<file path="src/rtl/sha256_pad_ctrl_pkg.sv">
// Shared widths, padding constants and FSM state encoding for the SHA-256
// message padding sequencer.
package sha256_pad_ctrl_pkg;

  localparam int unsigned BLK_W       = 512;
  localparam int unsigned LEN_FIELD_W = 64;
  localparam int unsigned BYTE_W      = 8;
  localparam int unsigned BLK_BYTES   = BLK_W / BYTE_W;

  localparam logic [BYTE_W-1:0] PAD_BYTE = 8'h80;
  localparam int unsigned LEN_FIELD_OFS  = 56;

  typedef enum logic [2:0] {
    StIdle,
    StFill,
    StPad80,
    StLength,
    StIssue,
    StWait
  } state_e;

endpackage

</file>
<file path="src/rtl/sha256_blk_buf.sv">
// 64-byte block register, big-endian byte order (byte 0 in the top byte lane),
// with a byte write port, a 64-bit length write port and a synchronous clear.
module sha256_blk_buf
  import sha256_pad_ctrl_pkg::*;
(
  input  logic                   clk_i,
  input  logic                   rst_i,
  input  logic                   clr_i,
  input  logic                   byte_we_i,
  input  logic [5:0]             byte_idx_i,
  input  logic [BYTE_W-1:0]      byte_data_i,
  input  logic                   len_we_i,
  input  logic [LEN_FIELD_W-1:0] len_data_i,
  output logic [BLK_W-1:0]       block_o
);

  localparam int unsigned LenTop = BLK_W - 1 - BYTE_W * LEN_FIELD_OFS;

  logic [BLK_W-1:0] blk_d, blk_q;

  always_comb begin
    blk_d = blk_q;
    if (clr_i) begin
      blk_d = '0;
    end else begin
      for (int i = 0; i < BLK_BYTES; i++) begin
        if (byte_we_i && (byte_idx_i == 6'(i))) begin
          blk_d[BLK_W-1-BYTE_W*i -: BYTE_W] = byte_data_i;
        end
      end
      if (len_we_i) begin
        blk_d[LenTop -: LEN_FIELD_W] = len_data_i;
      end
    end
  end

  always_ff @(posedge clk_i) begin
    if (rst_i) begin
      blk_q <= '0;
    end else begin
      blk_q <= blk_d;
    end
  end

  assign block_o = blk_q;

endmodule

</file>
<file path="src/rtl/sha256_pad_ctrl.sv">
// Packs a byte stream into 512-bit SHA-256 blocks, appends the 0x80 / zero /
// bit-length padding and hands each block to the compression core.
module sha256_pad_ctrl
  import sha256_pad_ctrl_pkg::*;
#(
  parameter int unsigned LEN_W = 32
) (
  input  logic             CLK,
  input  logic             RST,
  input  logic [7:0]       IN_DATA,
  input  logic             IN_VALID,
  input  logic             IN_LAST,
  input  logic             IN_EMPTY,
  output logic             IN_READY,
  output logic [BLK_W-1:0] CORE_BLOCK,
  output logic             CORE_INIT,
  output logic             CORE_NEXT,
  input  logic             CORE_READY,
  input  logic             CORE_DONE,
  output logic             BUSY,
  output logic             DONE,
  output logic             LEN_ERR
);

  state_e           state_d, state_q;
  logic [5:0]       idx_d, idx_q;
  logic [LEN_W-1:0] cnt_d, cnt_q;
  logic             first_d, first_q;
  logic             pad_pend_d, pad_pend_q;
  logic             len_pend_d, len_pend_q;
  logic             final_d, final_q;
  logic             done_d, done_q;
  logic             len_err_d, len_err_q;

  logic                   byte_we, len_we, blk_clr;
  logic [BYTE_W-1:0]      byte_data;
  logic [LEN_FIELD_W-1:0] len_data;
  logic                   accept, has_byte;

  assign IN_READY = (state_q == StIdle) || (state_q == StFill);
  assign accept   = IN_VALID && IN_READY;
  assign has_byte = !(IN_LAST && IN_EMPTY);
  assign len_data = LEN_FIELD_W'({cnt_q, 3'b000});

  always_comb begin
    state_d    = state_q;
    idx_d      = idx_q;
    cnt_d      = cnt_q;
    first_d    = first_q;
    pad_pend_d = pad_pend_q;
    len_pend_d = len_pend_q;
    final_d    = final_q;
    done_d     = 1'b0;
    len_err_d  = len_err_q;
    byte_we    = 1'b0;
    byte_data  = IN_DATA;
    len_we     = 1'b0;
    blk_clr    = 1'b0;
    CORE_INIT  = 1'b0;
    CORE_NEXT  = 1'b0;

    unique case (state_q)
      StIdle, StFill: begin
        if (accept) begin
          if (state_q == StIdle) begin
            len_err_d = 1'b0;
            state_d   = StFill;
          end
          if (has_byte) begin
            byte_we = 1'b1;
            idx_d   = idx_q + 6'd1;
            // Saturate rather than wrap; the length field is then wrong, so flag it.
            if (&cnt_q) begin
              len_err_d = 1'b1;
            end else begin
              cnt_d = cnt_q + LEN_W'(1);
            end
            if (idx_q == 6'd63) begin
              state_d    = StIssue;
              pad_pend_d = IN_LAST;
            end else if (IN_LAST) begin
              state_d = StPad80;
            end
          end else begin
            state_d = StPad80;
          end
        end
      end

      StPad80: begin
        byte_we   = 1'b1;
        byte_data = PAD_BYTE;
        if (idx_q <= 6'(LEN_FIELD_OFS - 1)) begin
          state_d = StLength;
        end else begin
          state_d    = StIssue;
          len_pend_d = 1'b1;
        end
      end

      StLength: begin
        len_we  = 1'b1;
        final_d = 1'b1;
        state_d = StIssue;
      end

      StIssue: begin
        if (CORE_READY) begin
          CORE_INIT = first_q;
          CORE_NEXT = !first_q;
          first_d   = 1'b0;
          state_d   = StWait;
        end
      end

      StWait: begin
        if (CORE_DONE) begin
          blk_clr = 1'b1;
          idx_d   = '0;
          if (final_q) begin
            done_d  = 1'b1;
            cnt_d   = '0;
            first_d = 1'b1;
            final_d = 1'b0;
            state_d = StIdle;
          end else if (pad_pend_q) begin
            pad_pend_d = 1'b0;
            state_d    = StPad80;
          end else if (len_pend_q) begin
            len_pend_d = 1'b0;
            state_d    = StLength;
          end else begin
            state_d = StFill;
          end
        end
      end

      default: state_d = StIdle;
    endcase
  end

  always_ff @(posedge CLK) begin
    if (RST) begin
      state_q    <= StIdle;
      idx_q      <= '0;
      cnt_q      <= '0;
      first_q    <= 1'b1;
      pad_pend_q <= 1'b0;
      len_pend_q <= 1'b0;
      final_q    <= 1'b0;
      done_q     <= 1'b0;
      len_err_q  <= 1'b0;
    end else begin
      state_q    <= state_d;
      idx_q      <= idx_d;
      cnt_q      <= cnt_d;
      first_q    <= first_d;
      pad_pend_q <= pad_pend_d;
      len_pend_q <= len_pend_d;
      final_q    <= final_d;
      done_q     <= done_d;
      len_err_q  <= len_err_d;
    end
  end

  sha256_blk_buf u_blk_buf (
    .clk_i       (CLK),
    .rst_i       (RST),
    .clr_i       (blk_clr),
    .byte_we_i   (byte_we),
    .byte_idx_i  (idx_q),
    .byte_data_i (byte_data),
    .len_we_i    (len_we),
    .len_data_i  (len_data),
    .block_o     (CORE_BLOCK)
  );

  assign BUSY    = (state_q != StIdle);
  assign DONE    = done_q;
  assign LEN_ERR = len_err_q;

endmodule

</file>
<file path="config.mk">
export PLATFORM = sky130hd
export DESIGN_NAME = sha256_pad_ctrl
export DESIGN_NICKNAME = d
export VERILOG_FILES = /design/src/rtl/sha256_pad_ctrl_pkg.sv /design/src/rtl/sha256_blk_buf.sv /design/src/rtl/sha256_pad_ctrl.sv
export SDC_FILE = /design/constraint.sdc
export NUM_CORES = 1
export LEC_CHECK = 0
export CAP_MARGIN = 10
export CORE_MARGIN = 2
export CORE_UTILIZATION = 50
export CTS_BUF_LIST = sky130_fd_sc_hd__clkbuf_4 sky130_fd_sc_hd__clkbuf_8
export CTS_CLUSTER_SIZE = 16
export DETAILED_ROUTE_END_ITERATION = 6
export HOLD_SLACK_MARGIN = 0.06
export PLACE_DENSITY = 0.81
export RECOVER_POWER = 100
export SETUP_SLACK_MARGIN = 0.05
export SLEW_MARGIN = 5
export SYNTH_ARGS = -nofsm -noshare
export SYNTH_HDL_FRONTEND = slang
export SYNTH_SLANG_ARGS = --single-unit
export TNS_END_PERCENT = 30
</file>
<file path="constraint.sdc">
create_clock -name CLK -period 2.5 [get_ports CLK]
set_input_delay 0.5 -clock CLK [delete_from_list [all_inputs] [get_ports CLK]]
set_output_delay 0.5 -clock CLK [all_outputs]
set_load 0.02 [all_outputs]
</file>
==> reports/qor.yml <==
sequential_cell_area_um2: 11200
pin_count: 533
ir_drop_mv: 0.517
arrival_ns: 1.91
relSlewSlack_pct: 27.6
fin_util_pct: 70.2
number_of_global_route_vias_before_repair: 19405
synth_xor_area_share_pct: 0.201
remaining_drc_errors: 0
clkLatencyLatePin_ns: 0.69
grt_start_max_net_pins: 78
synth_async_sr_flop_share_pct: 0
drt_pre_antenna_iters: 7
clk_transition_reported_paths_ns: 0.06
period_minus_slack_ns: 2.41
synth_top_area_share_pct: 51.5
placedCellCount: 3437
violation_count_after_the_first_detailed_routing_iteration: 1650
critical_path.startpoint_type: "flip-flop"
netlist_area_um2: 21700
drtAntennaViolNets: 0
postCtsSetupBuffers: 0
warnings_synthesis: 0
cts_num_sinks: 559
drt_wl_total_um: 74100
fillers: 3108
drive_gt1_share_pct: 12.2
synth-seq-cells: 559
final-hold-violation-count: 0
cts_tree: "done"
timing.fmax_mhz: 415
die_height_um: 213
setup_slack_ns: 0.0931
synth_top_flop_cell: "sky130_fd_sc_hd__dfxtp_1"
postSynthAreaPerCell_um2: 9.10
die-area_um2: 45200
synthesized_net_count: 2410
layoutNonFillerInstCount: 3597
area_growth_pct: 38.7
cts.repair.resized: 14
hold-worst-slack_ns: 0.454
synth_fa_ha_area_share_pct: 0.288
synth_compound_gate_area_share_pct: 9.82
critical_path.max_fanout: 17
buffer_ports.inserted: 532
synth-edff-count: 0
cellPowerDensity_nw_per_um2: 636
grt_setup_unrepaired: "false"
number_of_buffers_created_by_cts: 91
netlist_top_cells_area: "sky130_fd_sc_hd__dfxtp_1 51%, sky130_fd_sc_hd__mux2i_1 13%, sky130_fd_sc_hd__nand2_1 6.7%"
run_status: "completed"
worst_ep_required_time_ns: 2.00
globalRoute.totalOverflow: 0
die_width_um: 213
cts_max_path_buffers: 3
holdCritPathClass: "flip-flop to flip-flop"
viasPerCell: 5.52
rows: 76
grt_first_pass_wirelength_um: 111000
drv.max_cap_violation_count: 0
worstSetupPathType: "flip-flop to output port"
synth_largest_area_cell: "sky130_fd_sc_hd__dfxtp_1"
area_occupied_by_multi_input_gates_um2: 9450
p_leak_uw: 0.0124
initial_core_util_pct: 50.6
setup-violations-final: 0
core_um2: 43000
nets: 2965
antenna_found_initial: 0
timing.final.crit_share_pct: 96.3
preCtsSetupSlack_ns: -0.115
dp_hpwl_um: 51000
skew_ns: 0.0369
h_tree_depth: 3
gp_routability_congestion: 0.927
muxShareOfSynthArea_pct: 12.6
tightestPinTransition_ns: 1.07
wl_per_cell_um: 20.6
vias: 19848
post_synth_inst_count: 2390
total_power_uw: 19200
fraction_of_the_yosys_area_taken_by_sequential_cells_pct: 51.5
antennaDiodeCount: 0
post_synth_and_or_nand_nor_area_fraction_pct: 20.5
timing_max_transition_violations_final: 0
track_usage_pct: 31.8
ctsRootBufferMaster: "sky130_fd_sc_hd__clkbuf_8"
critical_path.endpoint_type: "output port"
cts_hold_buffers: 0
combinational_family_with_the_most_area_after_synthesis: "simple AND/OR/NAND/NOR gates"
synthDistinctLibCells: 63
-- layout make-up --
type                    count  area share [%]
multi-input cells        1598            31.3
well taps                 585            2.43
clock inverters            14           0.552
inverters                   8          0.0996
repair buffers            687            22.5
flip-flops and latches    559            37.1
clock buffers             146            5.98
-- registers in the layout (all words and copies together) (netlist names) --
name / flops
cnt_q: 32
len_pend_q: 1
idx_q: 6
DONE: 1
state_q: 3
first_q: 1
LEN_ERR: 1
final_q: 1
u_blk_buf.block_o: 512
pad_pend_q: 1
-- Yosys cell counts, drive strengths merged, types with 2 or more instances --
master and n:
nor2b 10, a21o 3, nor2 348, inv 8, and4 4, a31oi 2
dfxtp 559, a211oi 82, o21ai 189, clkbuf 139, and3b 3, and2 9
nand2 394, or2 4, o22ai 3, mux2i 274, nor3b 2, a21oi 50
nand3b 2, o211ai 6, or4b 3, nand4b 2, nor4 38, or3 15
ha 5, nor4b 17, or4 24, nand4 15, and3 6, buf 86
nand3 41, o31ai 18, nand2b 3, nor3 12, xnor2 4
-- metal layers --
metal,GRT usage [%],wire (um)
met1,37.3,28800
met2,52.4,34700
met3,9.39,7080
met4,16.8,3430
met5,0,0
-- power by group --
| group | switching, uW | leakage [uW] | internal [uW] | total, uW |
|---|---|---|---|---|
| sequential | 74.3 | 0.00450 | 8990 | 9060 |
| combinational | 1070 | 0.00685 | 518 | 1590 |
| clock | 3660 | 0.00104 | 4870 | 8530 |
-- final timing paths --
check | startpoint | end | slack [ns] | cells past startpoint
setup / recovery | state_q[0] | BUSY | 0.09 | 2
hold / removal | u_blk_buf.block_o[247] | u_blk_buf.block_o[247] | 0.45 | 2
setup reg to reg | state_q[0] | u_blk_buf.block_o[456] | 0.11 | 7
hold reg to reg | u_blk_buf.block_o[247] | u_blk_buf.block_o[247] | 0.45 | 2
-- critical path, stage by stage, from the launching register on --
cell and delay, ns:
sky130_fd_sc_hd__dfxtp_2 0.41, sky130_fd_sc_hd__or3_1 0.45, sky130_fd_sc_hd__dlygate4sd2_1 0.36
-- cell usage in the layout (no fill, tap or decap), types with 6 or more instances in the layout --
| cell type | synthesis | routed |
|---|---|---|
| sky130_fd_sc_hd__nand2_1 | 391 | 391 |
| sky130_fd_sc_hd__o211ai_1 | 6 | 6 |
| sky130_fd_sc_hd__o21ai_1 | 16 | 8 |
| sky130_fd_sc_hd__or4_1 | 24 | 24 |
| sky130_fd_sc_hd__and2_0 | 7 | 7 |
| sky130_fd_sc_hd__buf_4 | 26 | 59 |
| sky130_fd_sc_hd__nor4_2 | 8 | 7 |
| sky130_fd_sc_hd__or3_1 | 15 | 15 |
| sky130_fd_sc_hd__o21ai_0 | 173 | 181 |
| sky130_fd_sc_hd__and3_1 | 6 | 6 |
| sky130_fd_sc_hd__o31ai_1 | 18 | 18 |
| sky130_fd_sc_hd__dfxtp_1 | 559 | 556 |
| sky130_fd_sc_hd__nor4b_2 | 12 | 8 |
| sky130_fd_sc_hd__nor2_1 | 346 | 345 |
| sky130_fd_sc_hd__a21oi_1 | 50 | 50 |
| sky130_fd_sc_hd__a211oi_1 | 75 | 76 |
| sky130_fd_sc_hd__inv_1 | 7 | 7 |
| sky130_fd_sc_hd__dlygate4sd3_1 | 0 | 514 |
| sky130_fd_sc_hd__nor4b_1 | 5 | 9 |
| sky130_fd_sc_hd__clkbuf_8 | 0 | 113 |
| sky130_fd_sc_hd__buf_12 | 0 | 35 |
| sky130_fd_sc_hd__nor3_1 | 9 | 7 |
| sky130_fd_sc_hd__nor2b_4 | 0 | 6 |
| sky130_fd_sc_hd__mux2i_1 | 274 | 274 |
| sky130_fd_sc_hd__nand3_1 | 41 | 41 |
| sky130_fd_sc_hd__nand4_1 | 12 | 12 |
| sky130_fd_sc_hd__a211oi_2 | 7 | 6 |
| sky130_fd_sc_hd__clkdlybuf4s50_1 | 0 | 14 |
| sky130_fd_sc_hd__clkbuf_4 | 0 | 37 |
| sky130_fd_sc_hd__clkbuf_2 | 2 | 51 |
| sky130_fd_sc_hd__nor4_1 | 23 | 27 |
-- metrics by stage --
| step | setup TNS [ns] | cell area (um^2) |
|---|---|---|
| after detailed placement | -6.53 | 28700 |
| after global routing | 0 | 30200 |
| after CTS | 0 | 30700 |
| after global placement | -2.65 | 28700 |
| final | 0 | 30200 |
| after floorplan | 0 | 21700 |
-- cell families after synthesis --
logic type | Yosys count
simple gates | 955
xor+xnor | 5
flops | 559
fa+ha+maj | 5
compound gates | 359
buf+inv | 233
mux | 274
No activity file was read; power rests on OpenSTA's default activity.
